==> src/rtl/time_pkg.sv <==
// Shared types and constants for the front-panel time-set controller.
package time_pkg;

  localparam int unsigned TIME_W     = 6;
  localparam int unsigned HOUR_MAX   = 23;
  localparam int unsigned MINSEC_MAX = 59;

  typedef logic [TIME_W-1:0] time_t;

  // Encoding doubles as the `field` output value
  typedef enum logic [1:0] {
    ST_RUN      = 2'd0,
    ST_SET_HOUR = 2'd1,
    ST_SET_MIN  = 2'd2,
    ST_SET_SEC  = 2'd3
  } state_e;

  // Wrap limit of the field being edited
  function automatic time_t field_max(state_e st);
    return (st == ST_SET_HOUR) ? time_t'(HOUR_MAX) : time_t'(MINSEC_MAX);
  endfunction

  // Saturate an out-of-range counter value to the field limit
  function automatic time_t clamp(time_t v, time_t mx);
    return (v > mx) ? mx : v;
  endfunction

endpackage

==> src/rtl/time_setter_if.sv <==
// Button / counter bus between the time-set controller and its neighbours.
interface time_setter_if;
  import time_pkg::*;

  logic        btn_mode;
  logic        btn_inc;
  logic        btn_dec;
  time_t       hour_in;
  time_t       min_in;
  time_t       sec_in;
  time_t       data;
  logic        load_hour;
  logic        load_min;
  logic        load_sec;
  logic        freeze;
  logic [1:0]  field;

  // Controller side
  modport master (
    input  btn_mode, btn_inc, btn_dec, hour_in, min_in, sec_in,
    output data, load_hour, load_min, load_sec, freeze, field
  );

  // Panel / counter side
  modport slave (
    output btn_mode, btn_inc, btn_dec, hour_in, min_in, sec_in,
    input  data, load_hour, load_min, load_sec, freeze, field
  );

endinterface

==> src/rtl/time_setter_btn_edge.sv <==
// Registered rising-edge detector for one debounced button.
// Optional auto-repeat when TIME_SETTER_AUTOREPEAT_EN is defined.
module btn_edge #(
  parameter int unsigned REPEAT_DELAY  = 500,
  parameter int unsigned REPEAT_PERIOD = 100
) (
  input  logic clk,
  input  logic clear,
  input  logic btn_i,
`ifdef TIME_SETTER_AUTOREPEAT_EN
  input  logic clr_i,
`endif
  output logic step_c
);

  if (REPEAT_PERIOD == 0 || REPEAT_PERIOD > REPEAT_DELAY) begin : g_bad_cfg
    $error("btn_edge: REPEAT_PERIOD must lie in 1..REPEAT_DELAY");
  end

  logic btn_q;
  logic arm_q;
  logic rise_c;

  // Previous level plus an arm flag so a button held through reset is not an edge
  always_ff @(posedge clk or posedge clear) begin
    if (clear) begin
      btn_q <= 1'b0;
      arm_q <= 1'b0;
    end else begin
      btn_q <= btn_i;
      arm_q <= 1'b1;
    end
  end

  assign rise_c = btn_i & ~btn_q & arm_q;

`ifdef TIME_SETTER_AUTOREPEAT_EN
  localparam int unsigned CNT_W = $clog2(REPEAT_DELAY + 1);

  logic [CNT_W-1:0] cnt_q;
  logic [CNT_W-1:0] cnt_d;
  logic             rep_c;

  // Hold-time counter: fires at REPEAT_DELAY, then reloads to give REPEAT_PERIOD spacing
  always_comb begin
    cnt_d = '0;
    rep_c = 1'b0;
    if (clr_i || !btn_i || !arm_q) begin
      cnt_d = '0;
    end else if (!btn_q) begin
      cnt_d = CNT_W'(1);
    end else if (cnt_q == CNT_W'(REPEAT_DELAY)) begin
      rep_c = 1'b1;
      cnt_d = CNT_W'(REPEAT_DELAY - REPEAT_PERIOD + 1);
    end else begin
      cnt_d = cnt_q + CNT_W'(1);
    end
  end

  // Repeat counter register
  always_ff @(posedge clk or posedge clear) begin
    if (clear) cnt_q <= '0;
    else       cnt_q <= cnt_d;
  end

  assign step_c = rise_c | rep_c;
`else
  assign step_c = rise_c;
`endif

endmodule

==> src/rtl/time_setter.sv <==
// Front-panel time-set controller: edits hour/minute/second fields and
// writes them back to the counters with one-cycle load strobes.
// Optional auto-repeat on inc/dec: define TIME_SETTER_AUTOREPEAT_EN.
module time_setter
  import time_pkg::*;
#(
  parameter int unsigned REPEAT_DELAY  = 500,
  parameter int unsigned REPEAT_PERIOD = 100
) (
  input  logic          clk,
  input  logic          clear,
  time_setter_if.master bus
);

  logic mode_c, inc_c, dec_c;

  // Mode never auto-repeats: its repeat counter is held cleared
  btn_edge #(.REPEAT_DELAY(REPEAT_DELAY), .REPEAT_PERIOD(REPEAT_PERIOD)) u_mode (
    .clk(clk), .clear(clear), .btn_i(bus.btn_mode),
`ifdef TIME_SETTER_AUTOREPEAT_EN
    .clr_i(1'b1),
`endif
    .step_c(mode_c)
  );

  btn_edge #(.REPEAT_DELAY(REPEAT_DELAY), .REPEAT_PERIOD(REPEAT_PERIOD)) u_inc (
    .clk(clk), .clear(clear), .btn_i(bus.btn_inc),
`ifdef TIME_SETTER_AUTOREPEAT_EN
    .clr_i(mode_c),
`endif
    .step_c(inc_c)
  );

  btn_edge #(.REPEAT_DELAY(REPEAT_DELAY), .REPEAT_PERIOD(REPEAT_PERIOD)) u_dec (
    .clk(clk), .clear(clear), .btn_i(bus.btn_dec),
`ifdef TIME_SETTER_AUTOREPEAT_EN
    .clr_i(mode_c),
`endif
    .step_c(dec_c)
  );

  state_e state_q, state_d;
  time_t  data_q, data_d;
  time_t  mx_c;
  logic   load_hour_q, load_hour_d;
  logic   load_min_q,  load_min_d;
  logic   load_sec_q,  load_sec_d;
  logic   freeze_q,    freeze_d;
  logic   seed_q,      seed_d;

  // Next-state, seeding, wrap arithmetic and strobes
  always_comb begin
    state_d     = state_q;
    data_d      = data_q;
    load_hour_d = 1'b0;
    load_min_d  = 1'b0;
    load_sec_d  = 1'b0;
    seed_d      = 1'b0;
    mx_c        = field_max(state_q);

    if (mode_c) begin
      // Leaving a field: data keeps the written value this cycle, seed follows next cycle
      case (state_q)
        ST_RUN: begin
          state_d = ST_SET_HOUR;
          data_d  = clamp(bus.hour_in, time_t'(HOUR_MAX));
        end
        ST_SET_HOUR: begin
          state_d     = ST_SET_MIN;
          load_hour_d = 1'b1;
          seed_d      = 1'b1;
        end
        ST_SET_MIN: begin
          state_d    = ST_SET_SEC;
          load_min_d = 1'b1;
          seed_d     = 1'b1;
        end
        ST_SET_SEC: begin
          state_d    = ST_RUN;
          load_sec_d = 1'b1;
        end
      endcase
    end else if (seed_q) begin
      data_d = (state_q == ST_SET_MIN) ? clamp(bus.min_in, time_t'(MINSEC_MAX))
                                       : clamp(bus.sec_in, time_t'(MINSEC_MAX));
    end else if (state_q != ST_RUN && (inc_c ^ dec_c)) begin
      if (inc_c) data_d = (data_q == mx_c) ? '0 : data_q + time_t'(1);
      else       data_d = (data_q == '0) ? mx_c : data_q - time_t'(1);
    end

    // Stay frozen through the second-counter write
    freeze_d = (state_d != ST_RUN) | load_sec_d;
  end

  // State and output registers
  always_ff @(posedge clk or posedge clear) begin
    if (clear) begin
      state_q     <= ST_RUN;
      data_q      <= '0;
      load_hour_q <= 1'b0;
      load_min_q  <= 1'b0;
      load_sec_q  <= 1'b0;
      freeze_q    <= 1'b0;
      seed_q      <= 1'b0;
    end else begin
      state_q     <= state_d;
      data_q      <= data_d;
      load_hour_q <= load_hour_d;
      load_min_q  <= load_min_d;
      load_sec_q  <= load_sec_d;
      freeze_q    <= freeze_d;
      seed_q      <= seed_d;
    end
  end

  assign bus.data      = data_q;
  assign bus.field     = 2'(state_q);
  assign bus.load_hour = load_hour_q;
  assign bus.load_min  = load_min_q;
  assign bus.load_sec  = load_sec_q;
  assign bus.freeze    = freeze_q;

endmodule

==> src/flat_wrapper.sv <==
// flat-port wrapper written by rule: the top's interface ports become plain ports
module time_setter_flat import time_pkg::*;
#(
  parameter int unsigned REPEAT_DELAY  = 500,
  parameter int unsigned REPEAT_PERIOD = 100
)
  (clk, clear, bus_btn_mode, bus_btn_inc, bus_btn_dec, bus_hour_in, bus_min_in, bus_sec_in, bus_data, bus_load_hour, bus_load_min, bus_load_sec, bus_freeze, bus_field);
  time_setter_if bus_i ();
  input  logic clk;
  input  logic clear;
  input wire logic [$bits(bus_i.btn_mode)-1:0] bus_btn_mode;
  input wire logic [$bits(bus_i.btn_inc)-1:0] bus_btn_inc;
  input wire logic [$bits(bus_i.btn_dec)-1:0] bus_btn_dec;
  input wire logic [$bits(bus_i.hour_in)-1:0] bus_hour_in;
  input wire logic [$bits(bus_i.min_in)-1:0] bus_min_in;
  input wire logic [$bits(bus_i.sec_in)-1:0] bus_sec_in;
  output wire logic [$bits(bus_i.data)-1:0] bus_data;
  output wire logic [$bits(bus_i.load_hour)-1:0] bus_load_hour;
  output wire logic [$bits(bus_i.load_min)-1:0] bus_load_min;
  output wire logic [$bits(bus_i.load_sec)-1:0] bus_load_sec;
  output wire logic [$bits(bus_i.freeze)-1:0] bus_freeze;
  output wire logic [$bits(bus_i.field)-1:0] bus_field;
  assign bus_i.btn_mode = bus_btn_mode;
  assign bus_i.btn_inc = bus_btn_inc;
  assign bus_i.btn_dec = bus_btn_dec;
  assign bus_i.hour_in = bus_hour_in;
  assign bus_i.min_in = bus_min_in;
  assign bus_i.sec_in = bus_sec_in;
  assign bus_data = bus_i.data;
  assign bus_load_hour = bus_i.load_hour;
  assign bus_load_min = bus_i.load_min;
  assign bus_load_sec = bus_i.load_sec;
  assign bus_freeze = bus_i.freeze;
  assign bus_field = bus_i.field;
  time_setter #(.REPEAT_DELAY(REPEAT_DELAY), .REPEAT_PERIOD(REPEAT_PERIOD)) u_core (.clk(clk), .clear(clear), .bus(bus_i));
endmodule
==> config.mk <==
export PLATFORM = sky130hd
export DESIGN_NAME = time_setter_flat
export DESIGN_NICKNAME = d
export VERILOG_FILES = /design/src/rtl/time_pkg.sv /design/src/rtl/time_setter_if.sv /design/src/rtl/time_setter_btn_edge.sv /design/src/rtl/time_setter.sv /design/src/flat_wrapper.sv
export SDC_FILE = /design/constraint.sdc
export NUM_CORES = 1
export LEC_CHECK = 0
export CAP_MARGIN = 20
export CORE_MARGIN = 2
export CORE_UTILIZATION = 30
export CTS_CLUSTER_SIZE = 16
export DETAILED_ROUTE_END_ITERATION = 12
export GPL_TIMING_DRIVEN = 0
export SYNTH_ARGS = -nofsm -noshare
export SYNTH_HDL_FRONTEND = slang
export SYNTH_SLANG_ARGS = --single-unit
==> constraint.sdc <==
create_clock -name clk -period 2.3 [get_ports clk]
set_input_delay 0.345 -clock clk [delete_from_list [all_inputs] [get_ports clk]]
set_output_delay 0.345 -clock clk [all_outputs]
set_load 0.03 [all_outputs]
==> results.rst, run 1 <==
.. list-table::
   :header-rows: 1

   * - Metric
     - Value
   * - Height of the die
     - slightly above 70 um
   * - Worst setup path category
     - reg -> reg
   * - Period utilization
     - 0.926
   * - Number of clock sinks
     - 17
   * - Syn Area/Cell
     - a little under 9 sq um
   * - Initial standard-cell utilization of the core
     - 0.309
   * - Count of flip-flops with a built-in enable after synthesis
     - 0
   * - Main area contributors after synthesis
     - sky130_fd_sc_hd__dfrtp_1 32%, sky130_fd_sc_hd__ha_1 6.6%, sky130_fd_sc_hd__nor2_1 4.0%, sky130_fd_sc_hd__o21ai_0 3.8%, sky130_fd_sc_hd__nand3_1 3.0%
   * - I/O pin total
     - 35
   * - Fraction of post-synthesis cell area in the top cell type by area
     - 0.321
   * - Number of antenna violations at the first check in global routing
     - 0
   * - Class of the tightest hold or removal check
     - in -> async
   * - Core outline area
     - about 4300 sq um
   * - Power, Total
     - between 0.0015 and 0.002 W
   * - First drt pass iteration count
     - 5
   * - RSZ-0062 raised after global routing
     - no
   * - Vias after detailed routing
     - roughly 1300
   * - Warnings from Yosys
     - 0
   * - Pin count of the biggest net entering global routing
     - 18
   * - Dominant register cell in the synthesized netlist
     - sky130_fd_sc_hd__dfrtp_1
   * - WL/cell
     - 14.3 um
   * - Hold buffer count at CTS
     - 0
   * - Flip-flop count of the largest register, all copies and words added
     - 6
   * - Max Root-Sink Buffers
     - 2
   * - Data required time of the worst path
     - between 2000 and 2500 ps
   * - Final setup viols
     - 0
   * - Max Slew Vio Count
     - 0
   * - Flop and latch count out of synthesis
     - 17
   * - Share of layout cells above drive strength 1
     - 0.111
   * - Buffers added on ports
     - 34
   * - Global-route wire length before repair
     - 5.72 mm
   * - Dpl hpwl
     - ~2.7 mm
   * - Layout overhead on the synthesized area
     - 34.2%
   * - Library cell with the largest summed area after synthesis
     - sky130_fd_sc_hd__dfrtp_1
   * - CTS H-tree depth
     - 1
   * - All-Layer GR Usage
     - 0.144
   * - Final weighted congestion in routability-driven placement
     - between 0.9 and 1
   * - Sequential area share after synthesis
     - 0.321
   * - Remaining global-route overflow
     - 0
   * - Max VDD drop
     - around 0.00044 V
   * - Post-CTS setup buffers
     - 0
   * - Number of nets with antenna violations after detailed routing
     - 0
   * - Arrival @ worst endpoint
     - between 2000 and 2500 ps
   * - Number of nets in the final layout
     - 220
   * - Final count of hold timing violations
     - 0
   * - Horizontal extent of the die
     - between 70 and 80 um
   * - Total leakage power
     - ~0.72 nW
   * - Later-pin clock latency in the skew report
     - about 250 ps
   * - Number of different library cells in the post-synthesis netlist
     - 48
   * - Commonest non-fill, non-tap cells in the layout
     - 34 x sky130_fd_sc_hd__clkdlybuf4s50_1, 17 x sky130_fd_sc_hd__dfrtp_1, 14 x sky130_fd_sc_hd__nor2_1
   * - Routed WL
     - 3.45 mm
   * - CTS tree
     - yes
   * - Post-synthesis instance area
     - ~1300 sq um
   * - Number of instances in the synthesized netlist
     - approximately 150
   * - Total power divided by cell area
     - between 1000 and 1500 nW/um^2
   * - Max transition margin
     - 0.567
   * - Measured slew at the worst slew-check pin
     - approximately 650 ps
   * - DRC violation count after routing
     - 0
   * - Total negative setup slack
     - 0 ps
   * - Number of antenna cells inserted
     - 0
   * - Critical path endpoint category
     - register
   * - Maximum Capacitance Violations
     - 0
   * - Site row count
     - 24
   * - Clock tree skew after final layout
     - around 2.3 ps
   * - DR vias/cell
     - 5.29
   * - Result of the run
     - complete, no violations
   * - Cts bufs inserted
     - 3
   * - PostCTS Resize Cnt
     - 0
   * - Most common library cell in the layout ignoring fill and taps
     - sky130_fd_sc_hd__clkdlybuf4s50_1
   * - Area of the die
     - roughly 5000 sq um
   * - Min cycle time layout
     - 2130 ps
   * - CTS root buf
     - sky130_fd_sc_hd__clkbuf_8
   * - Share of flip-flops with an asynchronous set or reset after synthesis
     - 1.00
   * - CTS clk-pin slew, worst paths
     - 70 ps
   * - Number of fill cells in the layout
     - 442
   * - Number of global-route vias before repair
     - about 1200
   * - Type of origin of the critical path
     - register
   * - Total nets after synthesis
     - roughly 180
   * - 1st-iter DRT viols
     - 64
   * - Fmax
     - ~470 MHz
   * - Largest fanout on the critical path
     - 9
power breakdown:
part | switching [W] | internal, W | leakage (nW)
clock network | 0.000108 | 0.000120 | 0.0255
registers | 0.000133 | 0.000385 | 0.211
logic | 0.000620 | 0.000547 | 0.489
total | 0.000861 | 0.00105 | 0.725
cell usage after synthesis (2+ instances only):
cell,count
sky130_fd_sc_hd__nor2b_1,3
sky130_fd_sc_hd__a21oi_1,5
sky130_fd_sc_hd__mux2i_1,2
sky130_fd_sc_hd__nand2_1,8
sky130_fd_sc_hd__buf_6,2
sky130_fd_sc_hd__and2_1,4
sky130_fd_sc_hd__and3b_1,2
sky130_fd_sc_hd__inv_1,9
sky130_fd_sc_hd__a31oi_1,3
sky130_fd_sc_hd__and4bb_2,2
sky130_fd_sc_hd__o21a_1,2
sky130_fd_sc_hd__buf_2,3
sky130_fd_sc_hd__o221ai_1,4
sky130_fd_sc_hd__nor3_1,4
sky130_fd_sc_hd__nand3_1,8
sky130_fd_sc_hd__nand4_1,6
sky130_fd_sc_hd__nor2_1,14
sky130_fd_sc_hd__o211ai_1,4
sky130_fd_sc_hd__o21ai_0,10
sky130_fd_sc_hd__dfrtp_1,17
sky130_fd_sc_hd__xnor2_1,3
sky130_fd_sc_hd__mux2_2,3
sky130_fd_sc_hd__nand3b_1,2
sky130_fd_sc_hd__ha_1,7
cell families (layout without fill, tap and decap cells):
family | count (synthesis) | count (layout) | share of synthesized area
xor gates and xnor gates | 3 | 3 | 0.0198
AOI/OAI and AO/OA | 41 | 41 | 0.223
DFF | 17 | 17 | 0.321
other | 1 | 1 | 0.00283
muxes | 5 | 5 | 0.0406
and+or+nand+nor | 62 | 62 | 0.271
buffers and inverters | 15 | 53 | 0.0566
adders and majority gates | 7 | 7 | 0.0660
layout make-up:
type                       instances  area, sq um  share of cell area
sequential                        17          425               0.239
inverter                           9         33.8              0.0190
buffer                             6         41.3              0.0232
tap                               52         65.1              0.0366
timing repair buffer              34          340               0.191
clock inverter                     1         5.00             0.00281
multi-input combinational        119          827               0.465
clock buffer                       3         41.3              0.0232
worst paths after layout:
| kind | startpoint | end | slack (ps) | depth (start not counted) |
|---|---|---|---|---|
| min in group clk | bus_btn_dec | u_core.u_dec.btn_q | 560 | 1 |
| min reg2reg | u_core.bus.field[1] | u_core.bus.field[1] | 610 | 1 |
| min | clear | u_core.bus.load_hour | 480 | 2 |
| max reg2reg | u_core.bus.data[0] | u_core.bus.data[2] | 170 | 7 |
| max in group asynchronous | clear | u_core.u_dec.btn_q | 1410 | 2 |
| max | u_core.bus.data[0] | u_core.bus.data[2] | 170 | 7 |
worst max-delay path, cell delays in order (launching register included):
cell and delay (ps):
sky130_fd_sc_hd__dfrtp_1 490, sky130_fd_sc_hd__inv_1 140, sky130_fd_sc_hd__ha_1 230, sky130_fd_sc_hd__or3b_4 430, sky130_fd_sc_hd__nor3_1 130, sky130_fd_sc_hd__o21ai_0 90, sky130_fd_sc_hd__a211o_1 260, sky130_fd_sc_hd__a32o_1 250
layer usage:
metal / GRT usage / vias to the layer above / wire, um
li1: - / 639 / -
met1: 0.202 / 594 / 1650
met2: 0.231 / 37 / 1650
met3: 0.0216 / 5 / 113
met4: 0.0385 / 0 / 39
met5: 0 / - / 0
stage by stage:
stage	utilization	hold slack, ps	setup slack [ps]	cell area [sq um]	cells
2_1_floorplan	-	271	168	1330	151
3_3_place_gp	0.403	591	122	1730	237
3_5_place_dp	0.403	586	124	1730	237
4_1_cts	0.414	514	153	1780	241
5_1_grt	0.414	571	48.0	1780	241
6_report	0.414	478	170	1780	241
Power figures use the tool's default switching activity.
==> run 2, diff against run 1 <==
Settings changed: CORE_UTILIZATION 30 to 45, PLACE_DENSITY from default to 0.75.
==> run 2 against run 1 <==
Total power fell by 2.3%; die area fell by 32%; first-iteration DRC count rose by 30%; non-clock buffer count did not move; via count rose by 3.2%; sequential cell count did not move; hold slack got worse by 49 ps; setup slack improved by 6.1 ps; final area fell by 2.4%; register-to-register slack barely moved; routed wire length rose by 1.7%; largest cell class unchanged; critical endpoint is now u_core.bus.data[3]; clock skew rose by 4.5 ps.
==> results.rst, run 2 (synthesized netlist as in run 1, its figures left out) <==
.. list-table::
   :header-rows: 1

   * - Metric
     - Value
   * - Type of origin of the critical path
     - register
   * - Dpl hpwl
     - 2.74 mm
   * - Cell Area, Placed
     - 1710 sq um
   * - M2 GR Usage
     - 0.358
   * - Final count of hold timing violations
     - 0
   * - Number of global-route vias before repair
     - ~1300
   * - DRC violation count after routing
     - 0
   * - Switching portion of total power
     - 0.465
   * - Remaining global-route overflow
     - 0
   * - Cts bufs inserted
     - 3
   * - Pin count of the biggest net entering global routing
     - 18
   * - Routed WL
     - between 3 and 4 mm
   * - RSZ-0062 raised after global routing
     - no
   * - Number of antenna cells inserted
     - 0
   * - Total negative setup slack
     - 0 ps
   * - Worst setup path category
     - reg -> reg
   * - Class of the tightest hold or removal check
     - in -> async
   * - Fmax
     - 471 MHz
   * - Later-pin clock latency in the skew report
     - ~300 ps
   * - Area of the die
     - about 3400 sq um
   * - Final weighted congestion in routability-driven placement
     - between 0.9 and 1
   * - Vias after detailed routing
     - 1316
   * - Critical path's largest stage delay
     - 490 ps
   * - Max VDD drop
     - slightly above 0.0007 V
   * - Arrival @ worst endpoint
     - about 2400 ps
   * - CTS root buf
     - sky130_fd_sc_hd__clkbuf_4
   * - Post-CTS setup buffers
     - 0
   * - Hold buffer count at CTS
     - 0
   * - Site row count
     - 19
   * - Period utilization
     - 0.924
   * - Max Slew Vio Count
     - 0
   * - Flip-flop count of the largest register, all copies and words added
     - 6
   * - Routing usage on met1
     - 0.294
   * - Global-route wire length before repair
     - around 5.8 mm
   * - I/O pin total
     - 35
   * - All-Layer GR Usage
     - 0.217
   * - Total power divided by cell area
     - around 1100 nW/um^2
   * - Number of antenna violations at the first check in global routing
     - 0
   * - Top delay family on crit path
     - compound AO/OA/AOI/OAI gates
   * - CTS tree
     - yes
   * - Commonest non-fill, non-tap cells in the layout
     - 34 x sky130_fd_sc_hd__clkdlybuf4s50_1, 17 x sky130_fd_sc_hd__dfrtp_1, 14 x sky130_fd_sc_hd__nor2_1
   * - CTS H-tree depth
     - 1
   * - Critical-path top delay cell
     - sky130_fd_sc_hd__dfrtp_1
   * - Met3 Use GR
     - 0.0286
   * - Number of nets in the final layout
     - between 200 and 250
   * - Initial standard-cell utilization of the core
     - 0.477
   * - Buffers added on ports
     - 34
   * - Buf/Inv on CP
     - 1
   * - Number of clock sinks
     - 17
   * - First drt pass iteration count
     - 4
   * - Max transition margin
     - 0.549
   * - Largest fanout on the critical path
     - 9
   * - Result of the run
     - complete, no violations
   * - Net Switching
     - 0.000869 W
   * - Min cycle time layout
     - between 2000 and 2500 ps
   * - Sequential power share
     - 0.274
   * - 1st-iter DRT viols
     - 83
   * - Most common library cell in the layout ignoring fill and taps
     - sky130_fd_sc_hd__clkdlybuf4s50_1
   * - Share of total power in the clock network
     - 0.092
   * - CTS clk-pin slew, worst paths
     - roughly 110 ps
   * - Chain of cells forming the critical path
     - inv_1 > ha_1 > or3b_4 > o21ai_0 > a21oi_1 > a2111oi_1 > o32a_2
   * - WL/cell
     - roughly 16 um
   * - Maximum Capacitance Violations
     - 0
   * - Total leakage power
     - about 0.71 nW
   * - Data required time of the worst path
     - roughly 2600 ps
   * - Critical path endpoint category
     - register
   * - Clock tree skew after final layout
     - about 6.8 ps
   * - DR vias/cell
     - around 6.0
   * - Layout overhead on the synthesized area
     - 30.9%
   * - Height of the die
     - between 50 and 60 um
   * - Share of layout cells above drive strength 1
     - 0.111
   * - Core outline area
     - 2780 sq um
   * - Max Root-Sink Buffers
     - 2
   * - Horizontal extent of the die
     - just under 60 um
   * - Final setup viols
     - 0
   * - Measured slew at the worst slew-check pin
     - 676 ps
   * - Internal power component
     - around 0.001 W
   * - Number of nets with antenna violations after detailed routing
     - 0
   * - Area of all placed cells without fillers
     - between 1500 and 2000 sq um
   * - Share of power burned in combinational logic
     - 0.634
   * - Busiest metal layer after global routing
     - met2
==> run 2: cell count changes in the layout (fill, tap and decap cells not counted) <==
cell                         previous run  this run
sky130_fd_sc_hd__clkinvlp_4             0         1
sky130_fd_sc_hd__clkinv_2               1         0
sky130_fd_sc_hd__clkbuf_4               0         3
sky130_fd_sc_hd__clkbuf_8               3         0
==> run 2: final timing paths <==
kind | startpoint | to | slack (ps) | cells past startpoint
worst max-delay path | u_core.bus.data[0] | u_core.bus.data[3] | 180 | 7
worst min-delay path | clear | u_core.bus.data[3] | 430 | 2
worst max register to register | u_core.bus.data[0] | u_core.bus.data[3] | 180 | 7
worst min register to register | u_core.bus.field[1] | u_core.bus.field[1] | 610 | 1
max in group asynchronous | clear | u_core.bus.data[5] | 1440 | 2
min in group clk | bus_btn_dec | u_core.u_dec.btn_q | 510 | 1
==> run 2: worst register-to-register path, cell delays in order (launching register included) <==
cell	delay (ps)
sky130_fd_sc_hd__dfrtp_1	490
sky130_fd_sc_hd__inv_1	140
sky130_fd_sc_hd__ha_1	230
sky130_fd_sc_hd__or3b_4	430
sky130_fd_sc_hd__o21ai_0	90
sky130_fd_sc_hd__a21oi_1	90
sky130_fd_sc_hd__a2111oi_1	390
sky130_fd_sc_hd__o32a_2	220
==> run 2: per-stage QoR <==
stage / util / hold slack, ps / setup slack (ps) / power, W / instances
detailed placement: 0.613 / 590 / 150 / 0.00168 / 216
floorplan: - / 271 / 168 / 0.00131 / 151
global route: 0.624 / 510 / 16.3 / 0.00201 / 220
finish: 0.624 / 428 / 176 / 0.00187 / 220
CTS: 0.624 / 456 / 147 / 0.00186 / 220
global placement: 0.613 / 584 / 164 / 0.00165 / 216
==> run 2: repair_timing <==
item | 4_1_cts | 5_1_grt
endpoints found under the setup margin | 0 | 1
endpoints found under the hold margin | 0 | 0
gates resized for setup | 0 | 1
==> run 2: layout make-up <==
type,count,area [sq um]
Clock inverter,1,7.51
Tap cell,31,38.8
Multi-Input combinational cell,119,827
Buffer,6,41.3
Inverter,9,33.8
Sequential cell,17,425
Fill cell,249,1040
Timing Repair Buffer,34,340
Clock buffer,3,22.5
==> run 2: power groups by stage <==
stage               Sequential [W]  Combinational [W]  Clock, W
floorplan                 0.000650           0.000658         0
global placement          0.000510            0.00114         0
detailed placement        0.000519            0.00116         0
CTS                       0.000514            0.00117  0.000175
global route              0.000531            0.00129  0.000185
finish                    0.000513            0.00118  0.000172
==> run 2: per-layer routing <==
layer,wire [um],share of wire
met5,0,0
met4,36,0.010
met3,211,0.060
met2,1810,0.52
met1,1450,0.41
